File: src/rtl/tl_arb_pkg.sv
// Shared types and default parameters for the tl_arbiter codebase slice.
package tl_arb_pkg;

  typedef enum logic [1:0] {
    IDLE  = 2'd0,
    GRANT = 2'd1,
    PAUSE = 2'd2
  } state_t;

  localparam int DEF_DATA_W = 12;
  localparam int DEF_NUM_CH = 4;
  localparam int DEF_BURST  = 4;

endpackage

File: src/rtl/rr_pick.sv
// Combinational round-robin pick over four requesters, starting at last_grant+1.
// With TL_ARB_PRIORITY_EN defined, requester 0 wins whenever it requests.
module rr_pick
  import tl_arb_pkg::*;
(
  input  logic [DEF_NUM_CH-1:0] req,
  input  logic [1:0]            last_grant,
  output logic [1:0]            grant,
  output logic                  valid
);

  logic [1:0] cand;

  always_comb begin
    // NOTE: every output gets a default before the loop so no latch is inferred.
    grant = '0;
    valid = 1'b0;
    cand  = '0;
    // Walk from lowest to highest priority; later hits overwrite earlier ones.
    for (int k = DEF_NUM_CH; k >= 1; k--) begin
      cand = last_grant + 2'(k);
      if (req[cand]) begin
        grant = cand;
        valid = 1'b1;
      end
    end
`ifdef TL_ARB_PRIORITY_EN
    if (req[0]) begin
      grant = 2'd0;
      valid = 1'b1;
    end
`else
`endif
  end

endmodule

File: src/rtl/tl_arbiter.sv
// Burst arbiter draining four channel FIFOs into one downstream FIFO.
// Optional channel-0 priority is selected with TL_ARB_PRIORITY_EN (see rr_pick).
module tl_arbiter
  import tl_arb_pkg::*;
#(
  parameter int DATA_W = DEF_DATA_W,
  parameter int NUM_CH = DEF_NUM_CH,
  parameter int BURST  = DEF_BURST
) (
  input  logic                     clk,
  input  logic                     reset,
  input  logic [NUM_CH-1:0]        fifo_empty,
  input  logic [NUM_CH-1:0]        fifo_almost_empty,
  input  logic [NUM_CH*DATA_W-1:0] fifo_data,
  output logic [NUM_CH-1:0]        fifo_pop,
  input  logic                     out_almost_full,
  input  logic                     out_full,
  output logic                     out_push,
  output logic [DATA_W-1:0]        out_data,
  output logic [1:0]               active_ch,
  output logic                     idle
);

  localparam logic [3:0] BURST_CNT = 4'(BURST);

  state_t            state_q, state_d;
  logic [1:0]        active_q, active_d;
  logic [1:0]        last_grant_q, last_grant_d;
  logic [3:0]        cnt_q, cnt_d;
  logic [NUM_CH-1:0] pop_q, pop_d;
  logic              rd_vld_q;
  logic [1:0]        rd_ch_q;
  logic              out_push_q;
  logic [DATA_W-1:0] out_data_q;

  logic [NUM_CH-1:0] elig;
  logic [1:0]        rr_base;
  logic [1:0]        pick_ch;
  logic              pick_vld;
  logic              grant_done;
  logic              launch;
  logic [DATA_W-1:0] ch_word [NUM_CH];

  // Full-at-push is a downstream error; the word is still driven regardless.
  logic unused_full;
  assign unused_full = out_full;

  for (genvar i = 0; i < NUM_CH; i++) begin : g_word
    assign ch_word[i] = fifo_data[i*DATA_W +: DATA_W];
  end

  // A channel whose last word is already being popped must not be popped again.
  assign elig    = ~fifo_empty & ~(pop_q & fifo_almost_empty);
  assign rr_base = (state_q == IDLE) ? last_grant_q : active_q;

  rr_pick u_pick (
    .req        (elig),
    .last_grant (rr_base),
    .grant      (pick_ch),
    .valid      (pick_vld)
  );

  always_comb begin
    state_d      = state_q;
    active_d     = active_q;
    last_grant_d = last_grant_q;
    cnt_d        = cnt_q;
    pop_d        = '0;
    launch       = 1'b0;
    grant_done   = !elig[active_q] || (cnt_q >= BURST_CNT);

    case (state_q)
      IDLE: launch = 1'b1;
      GRANT: begin
        if (grant_done) begin
          last_grant_d = active_q;
          launch       = 1'b1;
        end else if (out_almost_full) begin
          state_d = PAUSE;
        end else begin
          pop_d[active_q] = 1'b1;
          if (cnt_q < BURST_CNT) cnt_d = cnt_q + 4'd1;
        end
      end
      PAUSE: if (!out_almost_full) state_d = GRANT;
      default: state_d = IDLE;
    endcase

    // A new grant pops in the same decision, so consecutive grants leave no gap.
    if (launch) begin
      if (pick_vld && !out_almost_full) begin
        state_d        = GRANT;
        active_d       = pick_ch;
        cnt_d          = 4'd1;
        pop_d[pick_ch] = 1'b1;
      end else begin
        state_d = IDLE;
        cnt_d   = '0;
      end
    end
  end

  always_ff @(posedge clk) begin
    if (reset) begin
      state_q      <= IDLE;
      active_q     <= 2'd0;
      last_grant_q <= 2'd3;
      cnt_q        <= '0;
      pop_q        <= '0;
      rd_vld_q     <= 1'b0;
      rd_ch_q      <= 2'd0;
      out_push_q   <= 1'b0;
      out_data_q   <= '0;
    end else begin
      // NOTE: non-blocking assignments make every register update from pre-edge values.
      state_q      <= state_d;
      active_q     <= active_d;
      last_grant_q <= last_grant_d;
      cnt_q        <= cnt_d;
      pop_q        <= pop_d;
      rd_vld_q     <= |pop_q;
      rd_ch_q      <= active_q;
      out_push_q   <= rd_vld_q;
      if (rd_vld_q) out_data_q <= ch_word[rd_ch_q];
    end
  end

  assign fifo_pop  = pop_q;
  assign out_push  = out_push_q;
  assign out_data  = out_data_q;
  assign active_ch = active_q;
  assign idle      = (state_q == IDLE) && !(|pop_q) && !rd_vld_q;

endmodule

File: config.mk
export PLATFORM = sky130hd
export DESIGN_NAME = tl_arbiter
export DESIGN_NICKNAME = d
export VERILOG_FILES = /design/src/rtl/tl_arb_pkg.sv /design/src/rtl/rr_pick.sv /design/src/rtl/tl_arbiter.sv
export SDC_FILE = /design/constraint.sdc
export NUM_CORES = 1
export LEC_CHECK = 0
export CAP_MARGIN = 20
export CORE_ASPECT_RATIO = 1.5
export CORE_MARGIN = 4
export CORE_UTILIZATION = 44
export CTS_CLUSTER_SIZE = 30
export DETAILED_ROUTE_END_ITERATION = 10
export PLACE_DENSITY = 0.85
export SYNTH_ARGS = -nofsm -noshare
export SYNTH_HDL_FRONTEND = slang
export SYNTH_SLANG_ARGS = --single-unit
File: constraint.sdc
create_clock -name clk -period 3.7 [get_ports clk]
set_input_delay 1.11 -clock clk [delete_from_list [all_inputs] [get_ports clk]]
set_output_delay 1.11 -clock clk [all_outputs]
set_load 0.01 [all_outputs]
# After elaboration in Yosys (flattened, before gate mapping)

Index checks and enable logic that the tools add are counted.

Flip-flop bits (word level): 30
Latch bits: 0
RAM bits: 0
Bits in read-only memories: 0
Output and inout bits: 20
Logic and storage cells: 101
Memories: 0

$add $sub $neg: 4
Multipliers: 0
Divide/modulo/power cells: 0
$lt $le $gt $ge: 11
Eq/ne operators: 8
Shifts and indexed selects: 0
Multiplexer cells: 45
Bitwise operators: 6
Reduce and logical (&&, ||, !) cells: 18

Operators by type and width:

| cell                                                              | number |
|---|---|
| 2-to-1 mux 4 bit                                                  | 10 |
| binary-select mux 12 bit (select 2 bit)                           | 1 |
| 2-to-1 mux 12 bit                                                 | 2 |
| less-than comparator 2 x 3 -> 1 bit, second input constant        | 6 |
| 2-to-1 mux 2 bit                                                  | 9 |
| 2-to-1 mux 1 bit                                                  | 14 |
| binary-select mux 1 bit (select 2 bit)                            | 5 |
| inequality test 3 bit, second input constant                      | 3 |
| bitwise AND 4 bit                                                 | 2 |
| NOT 4 bit                                                         | 2 |
| AND reduction 4 bit                                               | 2 |
| case mux 2 bit (3 select lines)                                   | 1 |
| logical AND 1 bit                                                 | 5 |
| adder 2 bit, second input constant                                | 2 |
| adder 4 x 1 -> 4 bit, second input constant                       | 1 |
| demux 1 bit (select 2 bit)                                        | 2 |
| greater-or-equal comparator 2 x 1 -> 1 bit, second input constant | 2 |
| greater-or-equal comparator 4 x 3 -> 1 bit, second input constant | 1 |
| logical NOT 1 bit                                                 | 4 |
| less-than comparator 4 x 3 -> 1 bit, second input constant        | 1 |
| inequality test 2 x 1 -> 1 bit, second input constant             | 2 |
| OR 4 bit                                                          | 1 |
| AND reduction 2 bit                                               | 2 |
| nonzero test 2 bit                                                | 2 |
| 10 further kinds                                                  | 10 |

# Logic depth before layout (Yosys ltp)

Gate-level depths: netlist (run 1).

Depth in word-level cells: 16
Depth in mapped cells: 7
Depth with buffers taken out: 5

# Cells and area by module

From an unflattened synthesis (run 1), not the netlist that was laid out.

Cells, all modules: 157
Area total of the unflattened synthesis: 1,612.8 µm²

By module, submodules not included:

| module     | instances | cells an instance | area an instance (µm²) | seq. area each (µm²) |
|---|---|---|---|---|
| tl_arbiter | 1         | 143               | 1,521.5                | 600.6 |
| rr_pick    | 1         | 14                | 91.3                   | 0.0 |

# Least setup slack after synthesis (run 1)

No wires, ideal clock.

Kind: in2reg
From: in fifo_empty[3]
To: reg cnt_q[0]
Library setup time: 133 ps
Arrival: 2,304 ps
Data required time: 3,567 ps
Setup slack: 1,263 ps
Stages: 5
Cell sequence: a21o_1 -> a222oi_1 -> a31oi_1 -> a22oi_1 -> a31oi_1

Word-level cells in the longest chain between the ends: 11

RTL lines:

| element                                | line              | source |
|---|---|---|
| from (decl)                            | tl_arbiter.sv:12  | `input logic [NUM_CH-1:0] fifo_empty,` |
| NOT 4 bit (*)                          | tl_arbiter.sv:53  | `assign elig = ~fifo_empty & ~(pop_q & fifo_almost_empty);` |
| bitwise AND 4 bit (*)                  | tl_arbiter.sv:53  |  |
| binary-select mux 1 bit (select 2 bit) | rr_pick.sv:22     | `if (req[cand]) begin` |
| 2-to-1 mux 1 bit (implied by the code) | rr_pick.sv:22     |  |
| 2-to-1 mux 1 bit (4 in series)         | rr_pick.sv:22     |  |
| logical AND 1 bit                      | tl_arbiter.sv:91  | `if (pick_vld && !out_almost_full) begin` |
| 2-to-1 mux 1 bit                       | tl_arbiter.sv:91  |  |
| 2-to-1 mux 4 bit                       | tl_arbiter.sv:90  | `if (launch) begin` |
| to (signal assigned)                   | tl_arbiter.sv:119 | `cnt_q <= cnt_d;` |
| to (decl)                              | tl_arbiter.sv:29  | `logic [3:0] cnt_q, cnt_d;` |

Every way passes the cells marked *; elsewhere a longest branch is shown, timed or not. The select of a mux whose other input is x is not followed.
A chain may end at the register's enable or synchronous reset.

# Worst setup path after layout (run 1)

From: reg pop_q[1] (netlist: fifo_pop[1])
To: out idle

Word-level cells in the longest chain between the ends: 4

RTL lines:

| element                         | line              | source |
|---|---|---|
| from (decl)                     | tl_arbiter.sv:30  | `logic [NUM_CH-1:0] pop_q, pop_d;` |
| from (signal assigned)          | tl_arbiter.sv:120 | `pop_q <= pop_d;` |
| OR reduction 4 bit              | tl_arbiter.sv:132 | `assign idle = (state_q == IDLE) && !(\|pop_q) && !rd_vld_q;` |
| logical NOT 1 bit               | tl_arbiter.sv:132 |  |
| logical AND 1 bit (2 in series) | tl_arbiter.sv:132 |  |
| to (decl)                       | tl_arbiter.sv:21  | `output logic idle` |

No other way between the ends.

==> results by group, run 1 <==
Outcome
  – Run status: finished clean

Global route
  – GRT Total Usage: 0.205
  – First-pass GRT wire length: 7840 µm
  – Vias in the first global route: 1,655
  – Grt total ovfl: 0
  – Largest net degree at the start of global routing: 27
  – Initial antenna violation count: 0

Detailed routing
  – Final WL: 4740 µm
  – DRT met1 WL: 1760 µm
  – Total number of vias: 1,654
  – Met3 WL: 570 µm
  – Vias per cell: 5.84
  – Post-DRT Antenna Nets: 0
  – DRT iter0 DRCs: 61
  – Metal2 WL: 2300 µm
  – Top Metal Used: met4
  – Routed WL per cell: 16.7 µm
  – DRC: 0
  – DR pass1 iterations: 4

Logic synthesis
  – Synth top area cells: dfxtp_1 36%, mux4_2 16%, mux2i_1 7.3%, nor2_1 5.0%, nor2b_1 2.7%
  – Post-Synth Simple-Gate Area: 0.168
  – Netlist cell types: 44
  – Yosys warns: 0
  – Seq/Total Area, Yosys: 0.364
  – Post-Syn Area: 1650 µm²
  – Main flop type after synthesis: dfxtp_1
  – Largest family of logic cells by synthesized area: multiplexers
  – Synth Area in Compound Gates: 0.187
  – Yosys reg bits: 30
  – Adder-cell share of the synthesized area: 0.00758
  – Syn_nets: 227
  – Share of the synthesized area in the top cell type: 0.364
  – Multiplexer share of the synthesized area: 0.237
  – Post-Syn Instances: 166
  – Synth async-reset ratio: 0
  – Post-synth EDFFs: 0
  – Post-Syn Area per Cell: 9.94 µm²
  – Yosys top cell by area: dfxtp_1
  – Xor and xnor area share after synthesis: 0

Setup path
  – Startpoint Class: flop
  – Worst path arrival time: 1940 ps
  – Critical path type: reg2out
  – Critical path fanouts, max: 4
  – R2r setup slk: 1440 ps
  – Worst Path Required: 2590 ps
  – Critical path buffers and inverters: 1
  – Slowest stage cell, crit path: clkdlybuf4s50_1
  – Crit path cell chain: or4_1, nor4_1, clkdlybuf4s50_1
  – Delay-heaviest family, CP: simple AND/OR/NAND/NOR gates
  – Setup crit end kind: output port
  – Crit-path max cell delay: 600 ps

Power and ir drop
  – Peak supply drop: 0.329 mV
  – LEAKAGE: 0.929 nW
  – Cell Pwr Density: 340 nW/µm²

Layout
  – Share of layout cells above drive strength 1: 0.0917
  – Commonest non-fill, non-tap cells in the layout: 78 x clkdlybuf4s50_1, 30 x dfxtp_1, 22 x nor2_1
  – Final #Nets: 301
  – P&R area growth vs syn: 52.8%
  – Commonest non-fill, non-tap cell in the layout: clkdlybuf4s50_1
  – Diodes inserted: 0

Timing
  – Final Cycle Share: 0.825
  – RSZ-0062 raised after global routing: false
  – Final worst slack: 647 ps
  – Fin crit period: 3050 ps
  – Final-report hold violation count: 0
  – Max-slew violations: 0
  – Slew @ Worst Pin: 750 ps
  – Max Freq: 0.328 GHz
  – Final setup fails: 0
  – Final Skew: 4.08 ps
  – TNS Setup: 0 ps
  – Slew margin rel.: 0.499

Worst hold path
  – Hold crit path type: reg2reg

Clock network
  – # clock sinks: 30
  – CTS resizes: 0
  – Post-CTS Setup Repair Bufs: 0
  – CTS tree: yes
  – Longest Clk Path Bufs: 2
  – Htree depth: 2
  – Root buffer cell: clkbuf_8
  – CTS Buf Count: 5
  – Worst-skew pair later-pin latency: 280 ps
  – Hold Buf Count CTS: 0
  – Clk slew on worst S/H paths: 60 ps

Place
  – Setup WS pre-CTS: 512 ps
  – GP Congestion: 0.922
  – Final HPWL DP: 3680 µm
  – Port bufs: 78

Floorplanning
  – IO Pins: 80
  – Row count: 27
  – CORE AREA: 3650 µm²
  – Die H: 83.0 µm
  – Chip width: 58.0 µm
  – Starting Density: 0.452
  – Die Area: 4820 µm²

Job
  – Max-cap viol count: 0
==> synth_stat cells (3+ instances only) <==
cell and number:
a21o_1 4, a21oi_1 7, a31oi_1 4, buf_2 4, clkbuf_1 7, dfxtp_1 30, inv_1 3, mux2i_1 12
mux4_2 12, nand2_1 6, nand3_1 3, nor2_1 22, nor2b_1 7, nor3b_1 3, nor4_1 3
==> sequential cells by signal, summed over array words and instances (netlist names) <==
name	cells
last_grant_q	2
cnt_q	4
rd_vld_q	1
out_data	12
active_ch	2
out_push	1
fifo_pop	4
state_q	2
rd_ch_q	2
==> per-stage QoR <==
step           area [µm²]  utilization  hold WS [ps]  total power, W  cells
3_5_place_dp         2440        0.669           463        0.000625    276
6_report             2520        0.691           471        0.000857    283
4_1_cts              2520        0.691           477        0.000869    283
5_1_grt              2520        0.691           540        0.000900    283
3_3_place_gp         2440        0.669           464        0.000619    276
2_1_floorplan        1650            -           441        0.000502    166
==> layout make-up <==
cell class | instances | area, µm²
Fill cell | 269 | 1130
Clock inverter | 2 | 10.0
Inverter | 3 | 11.3
Sequential cell | 30 | 601
Timing Repair Buffer | 79 | 788
Clock buffer | 5 | 68.8
Tap cell | 43 | 53.8
Multi-Input combinational cell | 121 | 988
==> path summary, 6_finish.rpt <==
| path | from | end | cells after the start |
|---|---|---|---|
| setup reg to reg | active_ch[1] | cnt_q[0] | 5 |
| hold / removal | cnt_q[3] | cnt_q[3] | 2 |
| setup / recovery | fifo_pop[1] | idle | 3 |
| hold reg to reg | cnt_q[3] | cnt_q[3] | 2 |
==> power by group <==
part | leakage [nW] | internal (W) | switching (W) | total (W)
Combinational | 0.641 | 0.000152 | 0.0000825 | 0.000234
Clock | 0.0438 | 0.000126 | 0.000113 | 0.000239
Sequential | 0.244 | 0.000345 | 0.0000383 | 0.000384
==> worst register-to-register path: stages, from the launching register on <==
cell,delay [ps]
dfxtp_1,640
nor2b_1,100
a222oi_1,650
a31oi_1,380
a22oi_1,270
a31oi_1,100
==> routing by layer <==
layer / GRT usage / up-vias
met3: 0.0715 / 11
li1: - / 789
met1: 0.219 / 766
met2: 0.355 / 88
met4: 0.0844 / 0
met5: 0 / -
==> cell families after synthesis <==
family,Yosys count
AND/OR/NAND/NOR,55
flip-flops,30
adder cells (fa/ha/maj),1
buffers and inverters,15
multiplexers,24
AO/OA/AOI/OAI,41
Note: power is estimated with default switching activity, not from simulation.
==> inputs of run 2 (changes only) <==
Settings changed: CORE_UTILIZATION 44 to 37, PLACE_DENSITY 0.85 to 0.76.
Clock period 3.7 ns to 2.5 ns, I/O delays scaled along.
==> results by group, run 2 (synthesis gave the netlist of run 1 again) <==
Layout
  – P&R area growth vs syn: 61.0%
  – Final #Nets: 316 (+5.0%)
  – Design Area, Final: 2660 µm² (+5.4%)
  – Cell Count, Final, Fillers Out: 302 (+6.7%)
  – Diodes inserted: 0 (unchanged)
  – Max reg flops: 12 (unchanged)
  – Share of layout cells above drive strength 1: 0.148 (+0.0568)
  – Number of filler cells placed in the layout: 377 (+40%)
  – Commonest non-fill, non-tap cell in the layout: clkdlybuf4s50_1
  – Commonest non-fill, non-tap cells in the layout: 77 x clkdlybuf4s50_1, 30 x dfxtp_1, 22 x nor2_1

Setup path
  – Critical path type: reg2out
  – Delay-heaviest family, CP: simple AND/OR/NAND/NOR gates
  – Slowest stage cell, crit path: or4_1
  – Critical path fanouts, max: 4 (unchanged)
  – Critical Path Source: fifo_pop[1]
  – Worst path arrival time: 1620 ps (-320 ps)
  – Worst Path Required: 1750 ps (-840 ps)
  – Crit-path max cell delay: 560 ps (-40 ps)
  – Startpoint Class: flop
  – Critical path buffers and inverters: 1 (unchanged)
  – R2r startpoint: active_ch[1]
  – Crit path cell chain: or4_1, nor4_2, clkdlybuf4s15_1
  – Setup crit end kind: output port

Timing
  – Slew margin rel.: 0.645 (+0.146)
  – Final setup fails: 0 (unchanged)
  – Final Cycle Share: 0.948
  – RSZ-0062 raised after global routing: false
  – Final hold slack: 488 ps (+17.1 ps)
  – Final-report hold violation count: 0 (unchanged)
  – Fin crit period: 2370 ps
  – Max Freq: 0.422 GHz
  – Final worst slack: 129 ps (-518 ps)
  – Final Skew: 8.28 ps (+4.20 ps)
  – Max-slew violations: 0 (unchanged)
  – Slew @ Worst Pin: 532 ps (-218 ps)

Floorplanning
  – Die Area: 5610 µm² (+17%)
  – Row count: 29 (+7.4%)
  – IO Pins: 80 (unchanged)
  – Chip width: 62.5 µm (+7.8%)
  – Starting Density: 0.385 (-0.0669)
  – CORE AREA: 4280 µm² (+17%)
  – Die H: 89.8 µm (+8.2%)

Place
  – Setup WS pre-CTS: -57.5 ps (-569 ps)
  – Port bufs: 78 (unchanged)
  – Placed cell areas: 2560 µm² (+4.8%)
  – Final HPWL DP: 3870 µm (+5.1%)
  – Placed Cells: 294 (+6.5%)
  – GP Congestion: 0.832 (-9.7%)

Global route
  – Grt peak-use layer: met2
  – Initial antenna violation count: 0 (unchanged)
  – First-pass GRT wire length: 7990 µm (+1.9%)
  – Met3 Use GR: 0.0810 (+0.00951)
  – Grt total ovfl: 0 (unchanged)
  – Grt met2 use: 0.302 (-0.0531)
  – Vias in the first global route: 1,607 (-2.9%)
  – Global Route met1 Usage: 0.189 (-0.0292)
  – GRT Total Usage: 0.176 (-0.0287)
  – Largest net degree at the start of global routing: 26 (-3.7%)

Power and ir drop
  – LEAKAGE: 1.01 nW (+8.7%)
  – Cell Pwr Density: 501 nW/µm² (+47%)
  – Peak supply drop: 0.383 mV (+16%)
  – Pwr Total: 0.00133 W (+55%)

Clock network
  – Longest Clk Path Bufs: 2 (unchanged)
  – Hold Buf Count CTS: 0 (unchanged)
  – Worst-skew pair later-pin latency: 280 ps (about the same)
  – Htree depth: 2 (unchanged)
  – CTS tree: yes
  – Post-CTS Setup Repair Bufs: 0 (unchanged)
  – Clk slew on worst S/H paths: 60 ps (about the same)
  – # clock sinks: 30 (unchanged)
  – Root buffer cell: clkbuf_8
  – CTS Buf Count: 5 (unchanged)

Detailed routing
  – Vias per cell: 5.49 (-6.1%)
  – Total number of vias: 1,657 (+0.18%)
  – DRC: 0 (unchanged)
  – Routed WL per cell: 15.9 µm (-5.0%)
  – DRT iter0 DRCs: 42 (-31%)
  – DR pass1 iterations: 4 (unchanged)
  – Post-DRT Antenna Nets: 0 (unchanged)
  – Final WL: 4810 µm (+1.4%)

Worst hold path
  – Hold crit path type: reg2reg
  – HP Start: out_data[9]

Job
  – Max-cap viol count: 0 (unchanged)

Outcome
  – Run status: finished clean
-- run 2: cell count changes in the layout (fill, tap and decap cells not counted), sizes merged --
| cell | change |
|---|---|
| buf | +15 |
| clkbuf | +2 |
| clkdlybuf4s15 | +1 |
| clkdlybuf4s50 | -1 |
| clkinv | -1 |
-- run 2: worst register-to-register path, stage by stage, from the launching register on --
cell,delay [ps]
dfxtp_1,650
and2_1,210
a222oi_1,90
buf_4,160
a21boi_0,370
nor2b_1,100
a211o_1,270
-- run 2: worst paths after layout --
check,slack [ps],to,depth (start not counted)
hold / removal,490,out_data[9],2
setup / recovery,130,idle,3
setup reg to reg,540,last_grant_q[0],6
hold reg to reg,490,out_data[9],2
-- run 2: routing by layer --
metal	up-vias	part of all wire
met3	6	0.089
li1	818	-
met1	770	0.38
met5	-	0
met2	63	0.52
met4	0	0.011
-- run 2: cell type report --
type,instances,area [µm²],area share
multi-input cells,121,995,0.374
repair buffers,94,901,0.339
flip-flops and latches,30,601,0.226
clock buffers,7,86.3,0.0325
well taps,46,57.6,0.0217
inverters,3,11.3,0.00424
clock inverters,1,5.00,0.00188
-- run 2: stage by stage --
step / TNS, ps / utilization
global route: 0 / 0.620
CTS: 0 / 0.619
floorplan: 0 / -
finish: 0 / 0.620
detailed placement: -111 / 0.598
global placement: -71.7 / 0.598
-- run 2: where the power goes --
group          switching (W)  internal [W]
clock network       0.000170      0.000221
logic               0.000153      0.000244
registers          0.0000309      0.000511
total               0.000354      0.000977
-- run 2: timing repair --
action / CTS / global route
resized for setup: 1 / 2
endpoints found under the setup margin: 1 / 1
pin swaps: 0 / 0
==> inputs of run 3 (changes only) <==
Settings changed: CAP_MARGIN 20 to default.
==> results of run 3 <==
Same layout as run 2: the final DEF is identical, and so are final timing and power.
